[config.mk]
export PLATFORM = sky130hd
export DESIGN_NAME = findmax_arbiter
export DESIGN_NICKNAME = d
export VERILOG_FILES = /design/src/rtl/findmax_pkg.sv /design/src/rtl/findmax_max_track.sv /design/src/rtl/findmax_arbiter.sv
export SDC_FILE = /design/constraint.sdc
export NUM_CORES = 1
export LEC_CHECK = 0
export BUFFER_PORTS_ARGS = -buffer_cell sky130_fd_sc_hd__buf_2
export CELL_PAD_IN_SITES_DETAIL_PLACEMENT = 1
export CELL_PAD_IN_SITES_GLOBAL_PLACEMENT = 2
export CORE_MARGIN = 2
export CORE_UTILIZATION = 33
export CTS_CLUSTER_DIAMETER = 100
export DETAILED_ROUTE_END_ITERATION = 10
export GPL_TIMING_DRIVEN = 0
export PLACE_DENSITY_LB_ADDON = 0.12
export SLEW_MARGIN = 10
export SYNTH_ARGS = -nofsm -noshare
export SYNTH_HDL_FRONTEND = slang
export SYNTH_HIERARCHICAL = 1
export SYNTH_SLANG_ARGS = --single-unit
export TNS_END_PERCENT = 20
[constraint.sdc]
create_clock -name clk -period 7.38 [get_ports clk]
set_input_delay 0.369 -clock clk [delete_from_list [all_inputs] [get_ports clk]]
set_output_delay 0.369 -clock clk [all_outputs]
set_load 0.005 [all_outputs]
[src/rtl/findmax_pkg.sv]
// Shared types and default sizing for the find-max arbiter and its datapath.
package findmax_pkg;

    localparam int NUM_REQ_D = 4;
    localparam int DATA_W_D  = 8;
    localparam int CNT_W_D   = 8;
    localparam int TIMEOUT_D = 16;

    typedef enum logic [1:0] {
        IDLE = 2'd0,
        RUN  = 2'd1,
        DONE = 2'd2
    } state_t;

    typedef struct packed {
        logic [$clog2(NUM_REQ_D)-1:0] id;
        logic [DATA_W_D-1:0]          max_val;
        logic [CNT_W_D-1:0]           count;
        logic                         err;
    } result_t;

endpackage

[src/rtl/findmax_max_track.sv]
// Running-maximum and saturating sample counter for one session at a time.
module max_track
    import findmax_pkg::*;
#(
    parameter int DATA_W = DATA_W_D,
    parameter int CNT_W  = CNT_W_D
) (
    input  logic              clk,
    input  logic              rst,
    input  logic              clear,
    input  logic              sample_valid,
    input  logic [DATA_W-1:0] data,
    output logic [DATA_W-1:0] upd_max,
    output logic [CNT_W-1:0]  upd_count
);

    localparam logic [CNT_W-1:0] CNT_ONE = {{(CNT_W-1){1'b0}}, 1'b1};
    localparam logic [CNT_W-1:0] CNT_SAT = {CNT_W{1'b1}};

    logic [DATA_W-1:0] max_val;
    logic [CNT_W-1:0]  count;
    logic              first;

    // upd_* include the sample on the current cycle so a closing sample can be reported at once
    always_comb begin
        upd_max   = max_val;
        upd_count = count;
        if (sample_valid) begin
            if (first || (data > max_val)) begin
                upd_max = data;
            end
            if (count != CNT_SAT) begin
                upd_count = count + CNT_ONE;
            end
        end
    end

    always_ff @(posedge clk) begin
        if (rst || clear) begin
            max_val <= '0;
            count   <= '0;
            first   <= 1'b1;
        end else if (sample_valid) begin
            max_val <= upd_max;
            count   <= upd_count;
            first   <= 1'b0;
        end
    end

endmodule

[src/rtl/findmax_arbiter.sv]
// Round-robin arbiter sharing one running-maximum engine between NUM_REQ streams,
// reporting max, sample count and requester id as a one-cycle result pulse.
module findmax_arbiter
    import findmax_pkg::*;
#(
    parameter int NUM_REQ = NUM_REQ_D,
    parameter int DATA_W  = DATA_W_D,
    parameter int CNT_W   = CNT_W_D,
    parameter int TIMEOUT = TIMEOUT_D
) (
    input  logic                      clk,
    input  logic                      rst,
    input  logic [NUM_REQ-1:0]        req,
    input  logic [NUM_REQ-1:0]        in_valid,
    input  logic [NUM_REQ-1:0]        in_last,
    input  logic [NUM_REQ*DATA_W-1:0] in_data,
    output logic [NUM_REQ-1:0]        gnt,
    output logic                      busy,
    output logic                      res_valid,
    output logic [$clog2(NUM_REQ)-1:0] res_id,
    output logic [DATA_W-1:0]         res_max,
    output logic [CNT_W-1:0]          res_count,
    output logic                      res_err
);

    localparam int ID_W  = $clog2(NUM_REQ);
    localparam int TMR_W = $clog2(TIMEOUT);

    localparam logic [ID_W:0]    NUM_REQ_L  = (ID_W+1)'(NUM_REQ);
    localparam logic [ID_W-1:0]  LAST_IDX   = ID_W'(NUM_REQ - 1);
    localparam logic [TMR_W-1:0] TIMER_LAST = TMR_W'(TIMEOUT - 1);
    localparam logic [TMR_W-1:0] TIMER_ONE  = TMR_W'(1);

    state_t             state;
    logic [ID_W-1:0]    ptr;
    logic [ID_W-1:0]    gnt_idx;
    logic [TMR_W-1:0]   timer;

    logic [ID_W-1:0]    pick_idx;
    logic [NUM_REQ-1:0] pick_onehot;
    logic               pick_found;
    logic [ID_W:0]      cand;

    logic               sel_valid;
    logic               sel_last;
    logic [DATA_W-1:0]  sel_data;

    logic               accept;
    logic               clear;
    logic [DATA_W-1:0]  upd_max;
    logic [CNT_W-1:0]   upd_count;

    // Search upward from ptr with wrap; the first requesting index wins
    always_comb begin
        pick_idx    = '0;
        pick_found  = 1'b0;
        pick_onehot = '0;
        cand        = '0;
        for (int i = 0; i < NUM_REQ; i++) begin
            cand = {1'b0, ptr} + (ID_W+1)'(i);
            if (cand >= NUM_REQ_L) begin
                cand = cand - NUM_REQ_L;
            end
            if (!pick_found && req[cand[ID_W-1:0]]) begin
                pick_found = 1'b1;
                pick_idx   = cand[ID_W-1:0];
            end
        end
        pick_onehot[pick_idx] = 1'b1;
    end

    always_comb begin
        sel_valid = 1'b0;
        sel_last  = 1'b0;
        sel_data  = '0;
        for (int i = 0; i < NUM_REQ; i++) begin
            if (gnt_idx == ID_W'(i)) begin
                sel_valid = in_valid[i];
                sel_last  = in_last[i];
                sel_data  = in_data[i*DATA_W +: DATA_W];
            end
        end
    end

    assign accept = (state == RUN) && sel_valid;
    assign clear  = (state == IDLE) && pick_found;
    assign busy   = (state != IDLE);

    max_track #(
        .DATA_W (DATA_W),
        .CNT_W  (CNT_W)
    ) u_max_track (
        .clk          (clk),
        .rst          (rst),
        .clear        (clear),
        .sample_valid (accept),
        .data         (sel_data),
        .upd_max      (upd_max),
        .upd_count    (upd_count)
    );

    // Results latch on the edge that enters DONE, so res_valid and its fields appear together
    always_ff @(posedge clk) begin
        if (rst) begin
            state     <= IDLE;
            gnt       <= '0;
            gnt_idx   <= '0;
            ptr       <= '0;
            timer     <= '0;
            res_valid <= 1'b0;
            res_id    <= '0;
            res_max   <= '0;
            res_count <= '0;
            res_err   <= 1'b0;
        end else begin
            res_valid <= 1'b0;
            case (state)
                IDLE: begin
                    if (pick_found) begin
                        gnt     <= pick_onehot;
                        gnt_idx <= pick_idx;
                        timer   <= '0;
                        state   <= RUN;
                    end
                end
                RUN: begin
                    if ((accept && sel_last) || (!accept && (timer == TIMER_LAST))) begin
                        state     <= DONE;
                        gnt       <= '0;
                        res_valid <= 1'b1;
                        res_id    <= gnt_idx;
                        res_max   <= upd_max;
                        res_count <= upd_count;
                        res_err   <= !accept;
                        ptr       <= (gnt_idx == LAST_IDX) ? '0 : gnt_idx + 1'b1;
                        timer     <= '0;
                    end else if (accept) begin
                        timer <= '0;
                    end else begin
                        timer <= timer + TIMER_ONE;
                    end
                end
                DONE: begin
                    state <= IDLE;
                end
                default: begin
                    state <= IDLE;
                end
            endcase
        end
    end

endmodule
==> summary.md <==
| Metric | Value |
|---|---|
| CTS resizes | `0` |
| Worst slew margin | `0.549` |
| Yosys top cell area share | `0.338` |
| Final Max Slew Viols | `0` |
| Fin. Hold Viols | `0` |
| Setup crit end kind | `register` |
| Setup Fix Bufs, Post-CTS | `0` |
| Antenna violations before repair | `0` |
| Post-synthesis async set-or-reset flop share | `0` |
| Type of origin of the critical path | `register` |
| Final Hold Slack | `approximately 0.46 ns` |
| #FFs+latches synth | `51` |
| Die Y | `about 100 um` |
| Nets | `just over 500` |
| H-tree lvl count | `2` |
| Top cell type by total area after synthesis | `dfxtp_1` |
| CP top delay family | `compound AO/OA/AOI/OAI gates` |
| Final WL | `between 8000 and 9000 um` |
| VDD IR max | `a little under 0.00008 V` |
| Largest net degree at the start of global routing | `16` |
| RD Place Congestion | `0.777` |
| Clk pin slew, worst setup/hold paths | `approximately 0.1 ns` |
| Antenna-violating nets left | `0` |
| Post-synth EDFFs | `0` |
| Top cells by area, synth | `dfxtp_1 (34%), nand2_1 (6.5%), ha_1 (5.8%)` |
| Finished Layout Cells | `between 500 and 600` |
| Mapped Avg Cell Area | `around 8 um2` |
| Setup violations, final | `0` |
| Drt initial violations | `between 100 and 150` |
| Total negative slack | `0 ns` |
| Place WS | `approximately 3.3 ns` |
| PortBufs | `70` |
| Row count | `34` |
| Most frequent cells in the layout | `buf_2 (73), nand2_1 (52), dfxtp_1 (51)` |
| Dpl hpwl | `6850 um` |
| Clk_skew | `~0.011 ns` |
| Vias in the first global route | `approximately 3000` |
| Final setup margin | `between 3 and 4 ns` |
| FF-to-FF setup slack | `3.36 ns` |
| Req. time, crit path | `~7.6 ns` |
| Worst path slowest cell | `dfxtp_1` |
| Synthesized instance count | `roughly 370` |
| Status | `completed` |
| Most common cell after layout, fill and taps aside | `buf_2` |
| Power Density | `180 mW/mm2` |
| TritonCTS Buffers | `5` |
| Fill cells | `about 1100` |
| Placed Cells | `between 500 and 600` |
| TritonRoute pass-1 iters | `4` |
| First-pass GRT wire length | `between 10000 and 15000 um` |
| Syn Nets | `between 400 and 500` |
| Data arrival, critical path | `4.21 ns` |
| Fin crit period | `between 4 and 5 ns` |
| ANT cells | `0` |
| Post-Syn Area | `between 0.003 and 0.004 mm2` |
| Root Buffer | `clkbuf_8` |
| # DRC | `0` |
| Synth Flop Type | `dfxtp_1` |
| Yosys cell types | `47` |
| Crit Path Category | `reg2reg` |
| Layout cells sized above 1 | `0.230` |
| Gr usage total | `0.184` |
| Wirelength per Cell | `about 16 um` |
| Worst-path maximum fanout | `10` |
| CTS tree | `yes` |
| IO Pins | `71` |
| RSZ-0062 raised after global routing | `no` |
| Pleak | `roughly 1.4 nW` |
| CP cell instances | `inv_1 -> ha_1 -> clkbuf_1 -> nor2b_1 -> clkbuf_1 -> a22oi_1 -> nor2_1 -> a21oi_1 -> o21ai_0 -> ha_1 -> nand4_2 -> a21o_1 -> a21oi_4 -> buf_12 -> mux2_4 -> nand3_1 -> a31oi_1` |
| Worst-margin pin slew | `approximately 0.67 ns` |
| Clk_lat worst skew | `0.31 ns` |
| CTS Hold Bufs | `0` |
| CP Buf/Inv Count | `4` |
| Warning count from the yosys run | `6` |
| Core area | `about 0.009 mm2` |
| Initial core utilization | `0.343` |
| Register area share after synthesis | `0.338` |
| Worst hold path type | `in2reg` |
| Clock sink total | `just over 50` |
| Vias per cell | `about 5.3` |
| Slowest stage delay, CP | `~0.50 ns` |
| Total congestion overflow | `0` |
| Final period utilization | `0.545` |
| Syn-to-layout area delta | `18.8%` |
| DIE WIDTH | `99.7 um` |
| Die area | `0.00993 mm2` |
| Max-cap violations | `0` |
| Fmax achieved | `~250 MHz` |
| Vias | `just under 3000` |
| Clock Tree Buf Depth | `2` |
## cell usage after synthesis, drive strengths merged (9+ instances only)
master,instances
ha,14
dfxtp,51
nand3,22
nor2,16
inv,17
a21oi,28
mux2i,12
o21ai,31
mux2,9
a31oi,20
nand2,52
and2,11
clkbuf,19
## metrics by stage
| step | power (mW) | util | cell area [um2] |
|---|---|---|---|
| floorplan | 0.428 | - | 3020 |
| global placement | 0.486 | 0.398 | 3510 |
| detailed placement | 0.490 | 0.398 | 3510 |
| CTS | 0.656 | 0.408 | 3590 |
| global route | 0.687 | 0.408 | 3590 |
| finish | 0.646 | 0.408 | 3590 |
## registers in the layout (all words and copies together) (netlist names)
register	flops
timer	4
res_count	8
res_max	8
u_max_track/max_val	8
gnt_idx	2
ptr	2
u_max_track/count	8
gnt	4
res_err	1
res_valid	1
res_id	2
u_max_track/first	1
state	2
## cell families (layout without fill, tap and decap cells)
kind of cell	count (synthesis)	count (layout)	share of synthesized area
simple gates	138	138	0.226
xor+xnor	5	5	0.0145
fa+ha+maj	14	14	0.0580
flops	51	51	0.338
buf+inv	42	120	0.0613
compound gates	103	103	0.225
mux	21	21	0.0771
## per-layer routing
metal  share of wire  global-route usage
met5               0                   0
met3           0.051              0.0302
met4           0.012              0.0474
met1            0.49               0.244
met2            0.45               0.311
## worst reg2reg max path: stages (launching register included)
cell and delay, ns:
dfxtp_1 0.50, inv_1 0.11, ha_1 0.25, clkbuf_1 0.23
nor2b_1 0.15, clkbuf_1 0.27, a22oi_1 0.11, nor2_1 0.11
a21oi_1 0.05, o21ai_0 0.43, ha_1 0.33, nand4_2 0.18
a21o_1 0.22, a21oi_4 0.32, buf_12 0.20, mux2_4 0.31
nand3_1 0.07, a31oi_1 0.08
## layout make-up
type / instances / area (um2) / share of cell area
clock buffer: 5 / 68.8 / 0.0192
timing repair buffer: 70 / 350 / 0.0976
multi-input combinational: 281 / 1810 / 0.505
tap: 108 / 135 / 0.0376
inverter: 17 / 63.8 / 0.0178
buffer: 25 / 121 / 0.0338
sequential: 51 / 1020 / 0.284
clock inverter: 3 / 15.0 / 0.00418
## worst paths after layout
check / from / endpoint / cells past startpoint
worst max-delay path: gnt_idx[1]$_SDFFE_PP0P_ / res_max[5]$_SDFFE_PP0P_ / 17
worst min-delay path: rst / u_max_track/max_val[5]$_SDFFE_PP0P_ / 4
worst max register to register: gnt_idx[1]$_SDFFE_PP0P_ / res_max[5]$_SDFFE_PP0P_ / 17
worst min register to register: u_max_track/max_val[7]$_SDFFE_PP0P_ / u_max_track/max_val[7]$_SDFFE_PP0P_ / 2
## power by group
| group | switching (mW) | internal, mW |
|---|---|---|
| Sequential | 0.00722 | 0.283 |
| Clock | 0.0998 | 0.0653 |
| Combinational | 0.118 | 0.0727 |
| Total | 0.225 | 0.421 |
Power figures use the tool's default switching activity.
